`src/rtl/div_if.sv`:
```
// Execute-stage <-> divider handshake: operands and start/annul in, HI/LO result and ready out.
interface div_if;
   logic        signed_div_i;
   logic [31:0] opdata1_i;
   logic [31:0] opdata2_i;
   logic        start_i;
   logic        annul_i;
   logic [63:0] result_o;
   logic        ready_o;

   // Execute stage drives the request and consumes the result.
   modport master (
      output signed_div_i, opdata1_i, opdata2_i, start_i, annul_i,
      input  result_o, ready_o
   );

   // Divider accepts the request and returns the result.
   modport slave (
      input  signed_div_i, opdata1_i, opdata2_i, start_i, annul_i,
      output result_o, ready_o
   );
endinterface

```
`src/rtl/div.sv`:
```
// Radix-2 restoring divider for DIV/DIVU: one quotient bit per cycle on
// magnitudes, with the signs of quotient and remainder fixed up at the end.
//
//   state  | meaning
//   -------+-----------------------------------------------------------
//   FREE   | idle, waiting for start_i with annul_i low
//   BYZERO | divisor was zero, force a zero result
//   ON     | 32 shift/subtract iterations, then sign fixups
//   END    | result valid, held until start_i drops
module div (
   input  logic   clk,
   input  logic   rst,
   div_if.slave   bus
);

   typedef enum logic [1:0] {
      FREE   = 2'd0,
      BYZERO = 2'd1,
      ON     = 2'd2,
      END    = 2'd3
   } state_t;

   state_t      state_q;
   logic [5:0]  cnt_q;
   logic        sign1_q;
   logic        sign2_q;
   logic [31:0] rem_q;
   logic [31:0] quo_q;
   logic [31:0] dvs_q;
   logic [63:0] result_q;
   logic        ready_q;

   logic        sign1_d;
   logic        sign2_d;
   logic [31:0] abs1_d;
   logic [31:0] abs2_d;
   logic [32:0] shift_d;
   logic [32:0] trial_d;
   logic [31:0] rem_d;
   logic [31:0] quo_d;

   // Operand magnitudes and one restoring step. The shifted remainder needs
   // 33 bits since it can reach 2*(divisor-1)+1 before the subtraction.
   always_comb begin
      sign1_d = bus.signed_div_i & bus.opdata1_i[31];
      sign2_d = bus.signed_div_i & bus.opdata2_i[31];
      abs1_d  = sign1_d ? (~bus.opdata1_i + 32'd1) : bus.opdata1_i;
      abs2_d  = sign2_d ? (~bus.opdata2_i + 32'd1) : bus.opdata2_i;
      shift_d = {rem_q, quo_q[31]};
      trial_d = shift_d - {1'b0, dvs_q};
      if (!trial_d[32]) begin
         rem_d = trial_d[31:0];
         quo_d = {quo_q[30:0], 1'b1};
      end else begin
         rem_d = shift_d[31:0];
         quo_d = {quo_q[30:0], 1'b0};
      end
   end

   // Sequencing FSM with registered result/ready.
   always_ff @(posedge clk) begin
      if (!rst) begin
         state_q  <= FREE;
         cnt_q    <= 6'd0;
         sign1_q  <= 1'b0;
         sign2_q  <= 1'b0;
         rem_q    <= 32'd0;
         quo_q    <= 32'd0;
         dvs_q    <= 32'd0;
         result_q <= 64'd0;
         ready_q  <= 1'b0;
      end else begin
         case (state_q)
            FREE: begin
               ready_q  <= 1'b0;
               result_q <= 64'd0;
               if (bus.start_i && !bus.annul_i) begin
                  sign1_q <= sign1_d;
                  sign2_q <= sign2_d;
                  if (bus.opdata2_i == 32'd0) begin
                     state_q <= BYZERO;
                  end else begin
                     quo_q   <= abs1_d;
                     dvs_q   <= abs2_d;
                     rem_q   <= 32'd0;
                     cnt_q   <= 6'd0;
                     state_q <= ON;
                  end
               end
            end
            BYZERO: begin
               rem_q   <= 32'd0;
               quo_q   <= 32'd0;
               state_q <= END;
            end
            ON: begin
               if (bus.annul_i) begin
                  cnt_q    <= 6'd0;
                  ready_q  <= 1'b0;
                  result_q <= 64'd0;
                  state_q  <= FREE;
               end else if (cnt_q != 6'd32) begin
                  rem_q <= rem_d;
                  quo_q <= quo_d;
                  cnt_q <= cnt_q + 6'd1;
               end else begin
                  if (sign1_q ^ sign2_q) quo_q <= ~quo_q + 32'd1;
                  if (sign1_q)           rem_q <= ~rem_q + 32'd1;
                  cnt_q   <= 6'd0;
                  state_q <= END;
               end
            end
            END: begin
               if (bus.start_i) begin
                  ready_q  <= 1'b1;
                  result_q <= {rem_q, quo_q};
               end else begin
                  ready_q  <= 1'b0;
                  result_q <= 64'd0;
                  state_q  <= FREE;
               end
            end
            default: state_q <= FREE;
         endcase
      end
   end

   assign bus.result_o = result_q;
   assign bus.ready_o  = ready_q;

endmodule

```
`src/flat_wrapper.sv`:
```
// flat-port wrapper written by rule: the top's interface ports become plain ports
module div_flat 
  (clk, rst, bus_signed_div_i, bus_opdata1_i, bus_opdata2_i, bus_start_i, bus_annul_i, bus_result_o, bus_ready_o);
  div_if bus_i ();
  input  logic clk;
  input  logic rst;
  input wire logic [$bits(bus_i.signed_div_i)-1:0] bus_signed_div_i;
  input wire logic [$bits(bus_i.opdata1_i)-1:0] bus_opdata1_i;
  input wire logic [$bits(bus_i.opdata2_i)-1:0] bus_opdata2_i;
  input wire logic [$bits(bus_i.start_i)-1:0] bus_start_i;
  input wire logic [$bits(bus_i.annul_i)-1:0] bus_annul_i;
  output wire logic [$bits(bus_i.result_o)-1:0] bus_result_o;
  output wire logic [$bits(bus_i.ready_o)-1:0] bus_ready_o;
  assign bus_i.signed_div_i = bus_signed_div_i;
  assign bus_i.opdata1_i = bus_opdata1_i;
  assign bus_i.opdata2_i = bus_opdata2_i;
  assign bus_i.start_i = bus_start_i;
  assign bus_i.annul_i = bus_annul_i;
  assign bus_result_o = bus_i.result_o;
  assign bus_ready_o = bus_i.ready_o;
  div u_core (.clk(clk), .rst(rst), .bus(bus_i));
endmodule
```
`config.mk`:
```
export PLATFORM = sky130hd
export DESIGN_NAME = div_flat
export DESIGN_NICKNAME = d
export VERILOG_FILES = /design/src/rtl/div_if.sv /design/src/rtl/div.sv /design/src/flat_wrapper.sv
export SDC_FILE = /design/constraint.sdc
export NUM_CORES = 1
export LEC_CHECK = 0
export ABC_CLOCK_PERIOD_IN_PS = 7320
export BUFFER_PORTS_ARGS = -buffer_cell sky130_fd_sc_hd__buf_2
export CAP_MARGIN = 20
export CORE_AREA = 2 2 139 141
export CTS_CLUSTER_DIAMETER = 120
export DETAILED_ROUTE_END_ITERATION = 8
export DIE_AREA = 0 0 141 143
export GPL_TIMING_DRIVEN = 0
export HOLD_SLACK_MARGIN = 0.05
export PLACE_DENSITY = 0.95
export SLEW_MARGIN = 10
export SYNTH_ARGS = -nofsm -noshare
export SYNTH_HDL_FRONTEND = slang
export SYNTH_SLANG_ARGS = --single-unit
```
`constraint.sdc`:
```
create_clock -name clk -period 7.32 [get_ports clk]
set_clock_uncertainty 0.1 [all_clocks]
set_input_delay 1.464 -clock clk [delete_from_list [all_inputs] [get_ports clk]]
set_output_delay 1.464 -clock clk [all_outputs]
set_load 0.1 [all_outputs]
```
==> out/qor.yml <==
critical-path-max-stage-delay_ps: 470
status: "completed"
yosys_warnings: 0
path_class: "input port to flip-flop"
rrSetupSlack_ps: 3360
clock_path_buffers: 2
cts_tree: "yes"
synth_fp_nets: 1659
critPathLaunchType: "input port"
path_clk_slew_ps: 70
p_leak_nw: 5.60
fin_ws_ps: 3040
syn-instance-count: 1546
crit_path_end_kind: "flip-flop"
gr-total-overflow: 0
drc_errors: 0
grt_pass1_vias: 12100
netlist_area_mm2: 0.0119
antenna_found_initial: 0
ff2ff_path_depth: 13
worst-endpoint-arrival_ps: 4540
die_h_um: 143
cts_sinks: 171
cap_violations: 0
vias: 13000
postCtsSetupBuffers: 0
fin_crit_sh_pct: 58.4
slew_violations: 0
synth_flop_cell: "dfxtp_1"
syn_avg_cell_area_um2: 7.70
synth.yosys.seq_area_share_pct: 28.8
place_hpwl_mm: 28.3
grt_pass1_wl_mm: 60.1
design.final.nets: 1811
total_power_w: 0.00537
synthArstFlopShare_pct: 0
cts_max_level: 4
clk_latency_ps: 460
tns_ps: 0
start_util_pct: 64.1
rows: 50
io_pins: 134
port_buffers: 132
min_path_type: "flip-flop to flip-flop"
wl_mm: 38.3
place_congestion: 1.02
fillCellCount: 1418
hold_buffers: 0
finalSetupViolCount: 0
place_ws_ps: 2720
coreArea_mm2: 0.0186
cts-resized-gates: 0
r2r-start: "u_core.quo_q[31]"
worst_path_max_delay_cell: "or3_1"
timing.fmax_ghz: 0.234
crit_end: "u_core.rem_q[29]"
yosysUniqueCellTypes: 87
first_pass_iters: 8
first_iter_violations: 1837
finalHoldViolCount: 0
via_per_inst: 6.70
drive_gt1_share_pct: 12.8
syn_to_final_growth_pct: 12.9
ir_worst_vdd_mv: 0.263
worstMarginPinSlew_ps: 909
path_cells: "buf_2, or3_1, nor3b_2, nand3b_1, or3_1, o21ai_2, nor2_1, clkbuf_1, o21ai_0, o211ai_1, a311oi_1"
required_ps: 7580
synth_seq_cells: 171
cts-root-buf: "clkbuf_16"
fin_crit_ps: 4280
routedWlPerCell_um: 19.7
final_antenna_net_count: 0
synth_edf_count: 0
die-area_mm2: 0.0202
cts_buffers: 17
final_common_cell: "dfxtp_1"
timing.rr.end: "u_core.rem_q[7]"
power.density_mw_per_mm2: 400
die_w_um: 141
cpMostUsedCell: "or3_1"
grt_max_degree: 19
path_max_fanout: 10
gr-usage-all-layers_pct: 37.2
relSlewSlack_pct: 38.8
startpoint: "bus_opdata2_i[2]"
rsz0062_at_grt: "false"
mostFrequentLayoutCells: "dfxtp_1 (171), nand2_1 (156), buf_2 (148), a21oi_1 (127), nor2_1 (123)"
==> per-stage QoR <==
stage          instances  hold WS, ps  util [%]  instance area, um^2
2_1_floorplan       1546          372         -                11900
4_1_cts             1944          402      72.3                13400
3_5_place_dp        1912          390      69.2                12900
6_report            1946          401      72.4                13400
3_3_place_gp        1912          381      69.2                12900
5_1_grt             1945          417      72.3                13400
==> worst min path at each step <==
stage | cells past startpoint | from | endpoint | slack, ps
after floorplan | 1 | u_core.dvs_q[10] | u_core.dvs_q[10] | 370
after global placement | 1 | u_core.dvs_q[17] | u_core.dvs_q[17] | 380
after detailed placement | 1 | u_core.dvs_q[29] | u_core.dvs_q[29] | 390
after CTS | 1 | u_core.dvs_q[12] | u_core.dvs_q[12] | 400
after global routing | 1 | u_core.dvs_q[14] | u_core.dvs_q[14] | 420
final | 1 | u_core.dvs_q[12] | u_core.dvs_q[12] | 400
==> registers in the layout, summed over array words and instances (netlist names) <==
register,flops
u_core.bus.ready_o,1
u_core.bus.result_o,64
u_core.cnt_q,6
u_core.dvs_q,32
u_core.quo_q,32
u_core.rem_q,32
u_core.sign1_q,1
u_core.sign2_q,1
u_core.state_q,2
==> cell type report <==
cell class                      instances  area [um^2]  share of cell area [%]
Tap cell                              234          293                    2.18
Antenna cell                            1         2.50                  0.0186
Multi-Input combinational cell       1197         7760                    57.8
Buffer                                117          489                    3.64
Clock buffer                           17          425                    3.16
Timing Repair Buffer                  133          668                    4.97
Clock inverter                         15          149                    1.11
Sequential cell                       171         3420                    25.5
Inverter                               61          229                    1.70
==> per-layer routing <==
layer | vias to the layer above | global-route usage, % | wire (um)
met5 | - | 0 | 0
met1 | 6017 | 48.7 | 15200
li1 | 5950 | - | -
met3 | 176 | 6.81 | 4390
met4 | 0 | 19.8 | 2060
met2 | 895 | 58.6 | 16700
==> worst max-delay path: cells and delay by family <==
kind / cells / cell delay (ps)
AND/OR/NAND/NOR: 5 / 1730
AO/OA/AOI/OAI: 4 / 870
buffers and inverters: 2 / 460
==> power by group <==
| part | total (W) | internal (W) | switching, W |
|---|---|---|---|
| combinational | 0.00316 | 0.00116 | 0.00200 |
| clock | 0.000905 | 0.000453 | 0.000451 |
| sequential | 0.00131 | 0.00109 | 0.000226 |
==> logic make-up after synthesis <==
family	count (synthesis)	share of synthesized area [%]
adders and majority gates	44	4.69
xor gates and xnor gates	97	7.14
and+or+nand+nor	515	21.9
DFF	171	28.8
AOI/OAI and AO/OA	529	30.5
buffers and inverters	178	6.03
muxes	12	1.02
==> Yosys cell counts (all sizes together), types with 43 or more instances <==
cell	number	area share, %
xnor2	53	3.9
nand2	156	4.9
inv	60	1.9
o21ai	93	3.9
dfxtp	171	29
a21oi	128	5.4
a22oi	76	4.8
nor2	123	3.9
clkbuf	83	2.6
ha	43	4.5
xor2	44	3.2
nor2b	63	3.3
No activity file was read; power rests on OpenSTA's default activity.
